==> config.mk <==
export PLATFORM = sky130hd
export DESIGN_NAME = ps2_host_tx
export DESIGN_NICKNAME = d
export VERILOG_FILES = /design/src/rtl/ps2_pkg.sv /design/src/rtl/ps2_sync_fall.sv /design/src/rtl/ps2_host_tx.sv
export SDC_FILE = /design/constraint.sdc
export NUM_CORES = 1
export LEC_CHECK = 0
export CORE_ASPECT_RATIO = 2
export CORE_MARGIN = 5
export CORE_UTILIZATION = 45
export CTS_BUF_LIST = sky130_fd_sc_hd__clkbuf_4
export CTS_CLUSTER_DIAMETER = 150
export CTS_CLUSTER_SIZE = 28
export DETAILED_ROUTE_END_ITERATION = 7
export GPL_TIMING_DRIVEN = 0
export PLACE_DENSITY = 0.65
export SLEW_MARGIN = 15
export SYNTH_ARGS = -nofsm -noshare
export SYNTH_HDL_FRONTEND = slang
export SYNTH_SLANG_ARGS = --single-unit
==> constraint.sdc <==
create_clock -name clk -period 2.1 [get_ports clk]
set_input_delay 0.42 -clock clk [delete_from_list [all_inputs] [get_ports clk]]
set_output_delay 0.42 -clock clk [all_outputs]
set_load 0.01 [all_outputs]
==> src/rtl/ps2_pkg.sv <==
// Shared PS/2 definitions: transmitter state encoding, command/response bytes, parity helper.
package ps2_pkg;

    typedef enum logic [3:0] {
        StIdle,
        StInhibit,
        StRts,
        StStart,
        StData,
        StParity,
        StStop,
        StAck,
        StWaitIdle
    } tx_state_e;

    localparam logic [7:0] CMD_SET_LED = 8'hED;
    localparam logic [7:0] CMD_ECHO    = 8'hEE;
    localparam logic [7:0] CMD_ENABLE  = 8'hF4;
    localparam logic [7:0] CMD_RESET   = 8'hFF;
    localparam logic [7:0] RSP_ACK     = 8'hFA;
    localparam logic [7:0] RSP_RESEND  = 8'hFE;

    function automatic logic odd_parity(input logic [7:0] b);
        return ~^b;
    endfunction

endpackage

==> src/rtl/ps2_sync_fall.sv <==
// 2-flop synchronizer for WIDTH raw lines (reset to idle-high) plus a falling-edge
// pulse for bit 0, which is the PS/2 clock line by convention.
module ps2_sync_fall #(
    parameter int unsigned WIDTH = 1
) (
    input  logic             clk,
    input  logic             rst,
    input  logic [WIDTH-1:0] din,
    output logic [WIDTH-1:0] dsync,
    output logic             fall
);

    logic [WIDTH-1:0] s1_q, s1_d;
    logic [WIDTH-1:0] s2_q, s2_d;
    logic             prev_q, prev_d;

    always_comb begin
        s1_d   = din;
        s2_d   = s1_q;
        prev_d = s2_q[0];
    end

    always_ff @(posedge clk) begin
        if (rst) begin
            s1_q   <= '1;
            s2_q   <= '1;
            prev_q <= 1'b1;
        end else begin
            s1_q   <= s1_d;
            s2_q   <= s2_d;
            prev_q <= prev_d;
        end
    end

    assign dsync = s2_q;
    assign fall  = prev_q & ~s2_q[0];

endmodule

==> src/rtl/ps2_host_tx.sv <==
// Host-to-device PS/2 byte transmitter driving open-drain lines via active-high pull-low enables.
// Define PS2_TX_TIMEOUT_EN to add a watchdog that aborts a stalled frame.
module ps2_host_tx
    import ps2_pkg::*;
#(
    parameter int unsigned INHIBIT_CYCLES = 5000,
    parameter int unsigned TIMEOUT_CYCLES = 1000000
) (
    input  logic       clk,
    input  logic       rst,
    input  logic       tx_valid,
    input  logic [7:0] tx_data,
    output logic       tx_ready,
    input  logic       ps2_clk,
    input  logic       ps2_data,
    output logic       ps2_clk_oe,
    output logic       ps2_data_oe,
    output logic       busy,
    output logic       done,
    output logic       ack_ok,
    output logic       err_timeout
);

    localparam int unsigned CntMax = (INHIBIT_CYCLES > TIMEOUT_CYCLES) ? INHIBIT_CYCLES
                                                                       : TIMEOUT_CYCLES;
    localparam int unsigned CntW   = $clog2(CntMax + 1);

    logic [1:0] line_sync;
    logic       clk_fall;
    logic       data_sync;

    ps2_sync_fall #(
        .WIDTH(2)
    ) u_sync (
        .clk  (clk),
        .rst  (rst),
        .din  ({ps2_data, ps2_clk}),
        .dsync(line_sync),
        .fall (clk_fall)
    );

    assign data_sync = line_sync[1];

    tx_state_e       state_q, state_d;
    logic [CntW-1:0] cnt_q, cnt_d;
    logic [7:0]      byte_q, byte_d;
    logic            par_q, par_d;
    logic [2:0]      idx_q, idx_d;
    logic            clk_oe_q, clk_oe_d;
    logic            data_oe_q, data_oe_d;
    logic            done_q, done_d;
    logic            ack_q, ack_d;
`ifdef PS2_TX_TIMEOUT_EN
    logic            err_q, err_d;
    logic            watched;
`endif

    always_comb begin
        state_d   = state_q;
        cnt_d     = '0;
        byte_d    = byte_q;
        par_d     = par_q;
        idx_d     = idx_q;
        data_oe_d = data_oe_q;
        done_d    = 1'b0;
        ack_d     = ack_q;
`ifdef PS2_TX_TIMEOUT_EN
        err_d     = err_q;
        watched   = state_q inside {StStart, StData, StParity, StStop, StAck, StWaitIdle};
`endif
        unique case (state_q)
            StIdle: begin
                if (tx_valid) begin
                    byte_d  = tx_data;
                    par_d   = odd_parity(tx_data);
                    ack_d   = 1'b0;
`ifdef PS2_TX_TIMEOUT_EN
                    err_d   = 1'b0;
`endif
                    state_d = StInhibit;
                end
            end
            // One cycle short: the RTS cycle also holds the clock low.
            StInhibit: begin
                data_oe_d = 1'b0;
                if (cnt_q == CntW'(INHIBIT_CYCLES - 2)) begin
                    data_oe_d = 1'b1;
                    state_d   = StRts;
                end
            end
            StRts: state_d = StStart;
            StStart: begin
                if (clk_fall) begin
                    data_oe_d = ~byte_q[0];
                    idx_d     = 3'd0;
                    state_d   = StData;
                end
            end
            StData: begin
                if (clk_fall) begin
                    if (idx_q != 3'd7) begin
                        idx_d     = idx_q + 3'd1;
                        data_oe_d = ~byte_q[idx_q+3'd1];
                    end else begin
                        data_oe_d = ~par_q;
                        state_d   = StParity;
                    end
                end
            end
            StParity: begin
                if (clk_fall) begin
                    data_oe_d = 1'b0;
                    state_d   = StStop;
                end
            end
            StStop: if (clk_fall) state_d = StAck;
            StAck: begin
                if (clk_fall) begin
                    ack_d   = ~data_sync;
                    state_d = StWaitIdle;
                end
            end
            StWaitIdle: begin
                if (line_sync == 2'b11) begin
                    done_d  = 1'b1;
                    state_d = StIdle;
                end
            end
            default: state_d = StIdle;
        endcase

`ifdef PS2_TX_TIMEOUT_EN
        if (watched && !clk_fall && cnt_q == CntW'(TIMEOUT_CYCLES - 1)) begin
            state_d   = StIdle;
            data_oe_d = 1'b0;
            done_d    = 1'b1;
            ack_d     = 1'b0;
            err_d     = 1'b1;
        end
`endif

        // Shared counter: inhibit timer, and watchdog cleared on every fall / state change.
        if (state_d == state_q) begin
            if (state_q == StInhibit) cnt_d = cnt_q + 1'b1;
`ifdef PS2_TX_TIMEOUT_EN
            if (watched && !clk_fall) cnt_d = cnt_q + 1'b1;
`endif
        end

        clk_oe_d = (state_d == StInhibit) || (state_d == StRts);
    end

    always_ff @(posedge clk) begin
        if (rst) begin
            state_q   <= StIdle;
            cnt_q     <= '0;
            byte_q    <= '0;
            par_q     <= 1'b0;
            idx_q     <= '0;
            clk_oe_q  <= 1'b0;
            data_oe_q <= 1'b0;
            done_q    <= 1'b0;
            ack_q     <= 1'b0;
        end else begin
            state_q   <= state_d;
            cnt_q     <= cnt_d;
            byte_q    <= byte_d;
            par_q     <= par_d;
            idx_q     <= idx_d;
            clk_oe_q  <= clk_oe_d;
            data_oe_q <= data_oe_d;
            done_q    <= done_d;
            ack_q     <= ack_d;
        end
    end

`ifdef PS2_TX_TIMEOUT_EN
    always_ff @(posedge clk) begin
        if (rst) err_q <= 1'b0;
        else     err_q <= err_d;
    end
    assign err_timeout = err_q;
`else
    assign err_timeout = 1'b0;
`endif

    assign tx_ready    = (state_q == StIdle);
    assign busy        = (state_q != StIdle);
    assign ps2_clk_oe  = clk_oe_q;
    assign ps2_data_oe = data_oe_q;
    assign done        = done_q;
    assign ack_ok      = ack_q;

endmodule
==> flow_summary_export.csv <==
group,metric,value,unit
clocking,clock-sinks,45,
sta,max_freq,0.499,GHz
sta,skew,13.4,ps
setup_path,cp_num_buf_inv,3,
clocking,cts_tree,"done",
synthesis,synth_cell_types,45,
pwr,p_comb_share,12.0,%
setup_path,critical_path.cell_chain,"nor4_4, buf_4, buf_4, clkdlybuf4s15_1",
routing,vias,2000,
setup_path,start_kind,"register",
pwr,p_leak,0.858,nW
synthesis,yosys.area.top_type,"dfxtp_1",
pwr,seq_power_share,60.4,%
sta,setup_violations,0,
global_route,track_usage,17.0,%
setup_path,crit_fanout,6,
floorplanning,die_y,111,um
setup_path,setup.worst_path.end_class,"primary output",
clocking,insertion_delay,380,ps
routing,ant_nets,0,
floorplanning,row_count,36,
pwr,switching_share,25.4,%
global_route,grt_pass1_wl,8.67,mm
clocking,cts_root_buf,"clkbuf_4",
floorplanning,start_util,46.5,%
placement,place_area,2510,um2
synthesis,avgSynthCellArea,8.54,um2
routing,drtIter0Drc,67,
min_path,min_path_type,"primary input to register",
clocking,clockBufferDepth,2,
setup_path,critical_path_arrival,1580,ps
synthesis,synthesis.nets,284,
floorplanning,ios,20,
layout,syn_to_final_growth,15.6,%
global_route,first_global_vias,1971,
sta,worst_pin_slew,553,ps
synthesis,yosys_warnings,0,
synthesis,synth_common_cells,"dfxtp_1 (45), nor2_1 (27), nand2_1 (19), nand3_1 (19), a21oi_1 (18)",
setup_path,required,1680,ps
layout,fin_area,2640,um2
clocking,cts_htree_levels,2,
global_route,antenna_found_initial,0,
synthesis,synth_flop_cell,"dfxtp_1",
layout,layout-drive-gt1-share,10.9,%
global_route,grt_start_max_net_pins,13,
placement,port_buffers,16,
routing,drt_wl_total,5.29,mm
global_route,grt_overflow_total,0,
clocking,clkTransAtPathRegs,130,ps
sta,rsz0062_at_grt,"false",
sta,min_period,2000,ps
placement,hpwl,3.96,mm
sta,tns,0,ps
floorplanning,dieArea,6680,um2
setup_path,crit_family,"buffers and inverters",
sta,hold_viol,0,
synthesis,syn_area,2280,um2
sta,slew_headroom,62.8,%
routing,wl_per_cell,15.1,um
floorplanning,core-area,4910,um2
setup_path,crit_path_frequent_cell,"buf_4",
pwr,clkPwrFrac,27.5,%
pwr,netSwitchingPower,0.000375,W
status,run_status,"complete, no violations",
synthesis,synthTopCellsByArea,"dfxtp_1 (39%), xnor2_1 (5.4%), nor2_1 (4.4%), nand3_1 (4.2%), a21oi_1 (3.9%)",
setup_path,cpPeakStageDelay,400,ps
pwr,internal_power,0.00110,W
layout,diodes,0,
setup_path,critPathSlowestCell,"dfxtp_1",
sta,finalCritPeriodShare,95.5,%
layout,fin_nets,310,
clocking,ctsHoldBuffers,0,
synthesis,synth_seq_area_share,39.5,%
clocking,cts-buffers-inserted,5,
routing,dr.pass1.iters,4,
synthesis,synth-edff-count,0,
synthesis,postSynth.asyncResetShare,0,%
synthesis,ys_ff_latch,45,
placement,place_congestion,0.895,
synthesis,syn_inst,267,
pwr,powerDensity,560,nW/um2
synthesis,synth_most_common_cell,"dfxtp_1",
floorplanning,die_w,60.3,um
sta,finalMaxSlewViolations,0,
setup_path,crit_type,"register to primary output",
routing,drc,0,
layout,fillers,478,
job,timing.max_cap.violations,0,
pwr,ir_drop,0.000604,V
routing,drt-vias-per-instance,5.71,
synthesis,synth_top_area_share,39.5,%
## state kept, by name, summed over array words and instances, names as in the netlist
| register | cells |
|---|---|
| ack_ok | 1 |
| byte_q | 8 |
| cnt_q | 20 |
| done | 1 |
| idx_q | 3 |
| par_q | 1 |
| ps2_clk_oe | 1 |
| ps2_data_oe | 1 |
| state_q | 4 |
| u_sync.dsync | 2 |
| u_sync.prev_q | 1 |
| u_sync.s1_q | 2 |
## routing by layer
metal | GRT usage (%) | part of all wire [%] | up-vias
li1 | - | - | 1012
met1 | 15.8 | 37 | 924
met2 | 31.1 | 56 | 49
met3 | 4.08 | 3.5 | 15
met4 | 9.91 | 3.7 | 0
met5 | 0 | 0 | -
## cells by family (layout without fill, tap and decap cells)
family | count (synthesis) | in the layout | synth area share, %
mux | 5 | 5 | 2.74
simple gates | 127 | 127 | 31.0
xor+xnor | 22 | 22 | 8.45
compound gates | 42 | 42 | 11.9
other cells | 1 | 1 | 0.164
buf+inv | 21 | 47 | 4.06
fa+ha+maj | 4 | 4 | 2.19
flops | 45 | 45 | 39.5
## final timing paths
check	end	start	slack, ps	cells past startpoint
min	state_q[1]$_SDFF_PP0_	rst	370	2
max reg2reg	idx_q[1]$_SDFFE_PP0P_	idx_q[0]$_SDFFE_PP0P_	110	6
min reg2reg	u_sync.dsync[0]$_SDFF_PP1_	u_sync.s1_q[0]$_SDFF_PP1_	410	1
max	tx_ready	state_q[2]$_SDFF_PP0_	100	4
## power groups by stage
stage | Sequential [W] | Clock [W] | Combinational, W
after floorplan | 0.000909 | 0 | 0.000104
after global placement | 0.000912 | 0 | 0.000163
after detailed placement | 0.000912 | 0 | 0.000166
after CTS | 0.000894 | 0.000428 | 0.000179
after global routing | 0.000894 | 0.000464 | 0.000198
final | 0.000892 | 0.000406 | 0.000178
## cell type report
| cell class | count | area (um2) | share of cell area [%] |
|---|---|---|---|
| sequential | 45 | 908 | 34.5 |
| multi-input combinational | 201 | 1320 | 50.0 |
| timing repair buffer | 19 | 181 | 6.88 |
| clock inverter | 1 | 3.75 | 0.142 |
| clock buffer | 6 | 45.0 | 1.71 |
| buffer | 17 | 93.8 | 3.56 |
| inverter | 4 | 15.0 | 0.570 |
| tap | 57 | 71.3 | 2.71 |
## timing repair
action	in CTS	in global routing
setup endpoints to repair	4	25
pin swaps	0	2
buffers inserted	3	0
resized for setup	12	10
## worst reg2reg max path, stage by stage, from the launching register on
cell and delay [ps]:
dfxtp_4 380, ha_2 200, ha_4 170, or4b_2 610, a211o_1 310, a22oi_1 140
nor2_1 60
## metrics by stage
| step | hold WS (ps) | instances | worst slack (ps) | power, W | util, % |
|---|---|---|---|---|---|
| finish | 369 | 350 | 95.2 | 0.00148 | 53.7 |
| global route | 400 | 350 | 1.61 | 0.00156 | 53.7 |
| CTS | 361 | 350 | 11.9 | 0.00150 | 53.2 |
| detailed placement | 399 | 340 | -209 | 0.00108 | 51.2 |
| global placement | 391 | 340 | -216 | 0.00108 | 51.2 |
| floorplan | 389 | 267 | 134 | 0.00101 | - |
## placed cells by master (no fill, tap or decap), types with 3 or more instances in the layout
cell	count
a211o_1	4
or2_2	6
o31ai_1	5
o21ai_0	5
clkbuf_4	6
nand2b_1	4
clkbuf_1	9
mux2i_1	4
nor4_1	6
nor4b_1	3
dfxtp_1	43
or4_1	4
buf_4	5
nor2_1	27
clkbuf_2	3
nand3_1	19
or4b_2	3
xnor2_1	14
nor3b_1	3
nand3b_1	4
nor2b_1	5
a21oi_1	18
nor3_1	5
inv_1	4
nand2_1	19
clkdlybuf4s50_1	14
and4_1	4
xor2_1	8
nand4_1	8
Power figures use the tool's default switching activity.
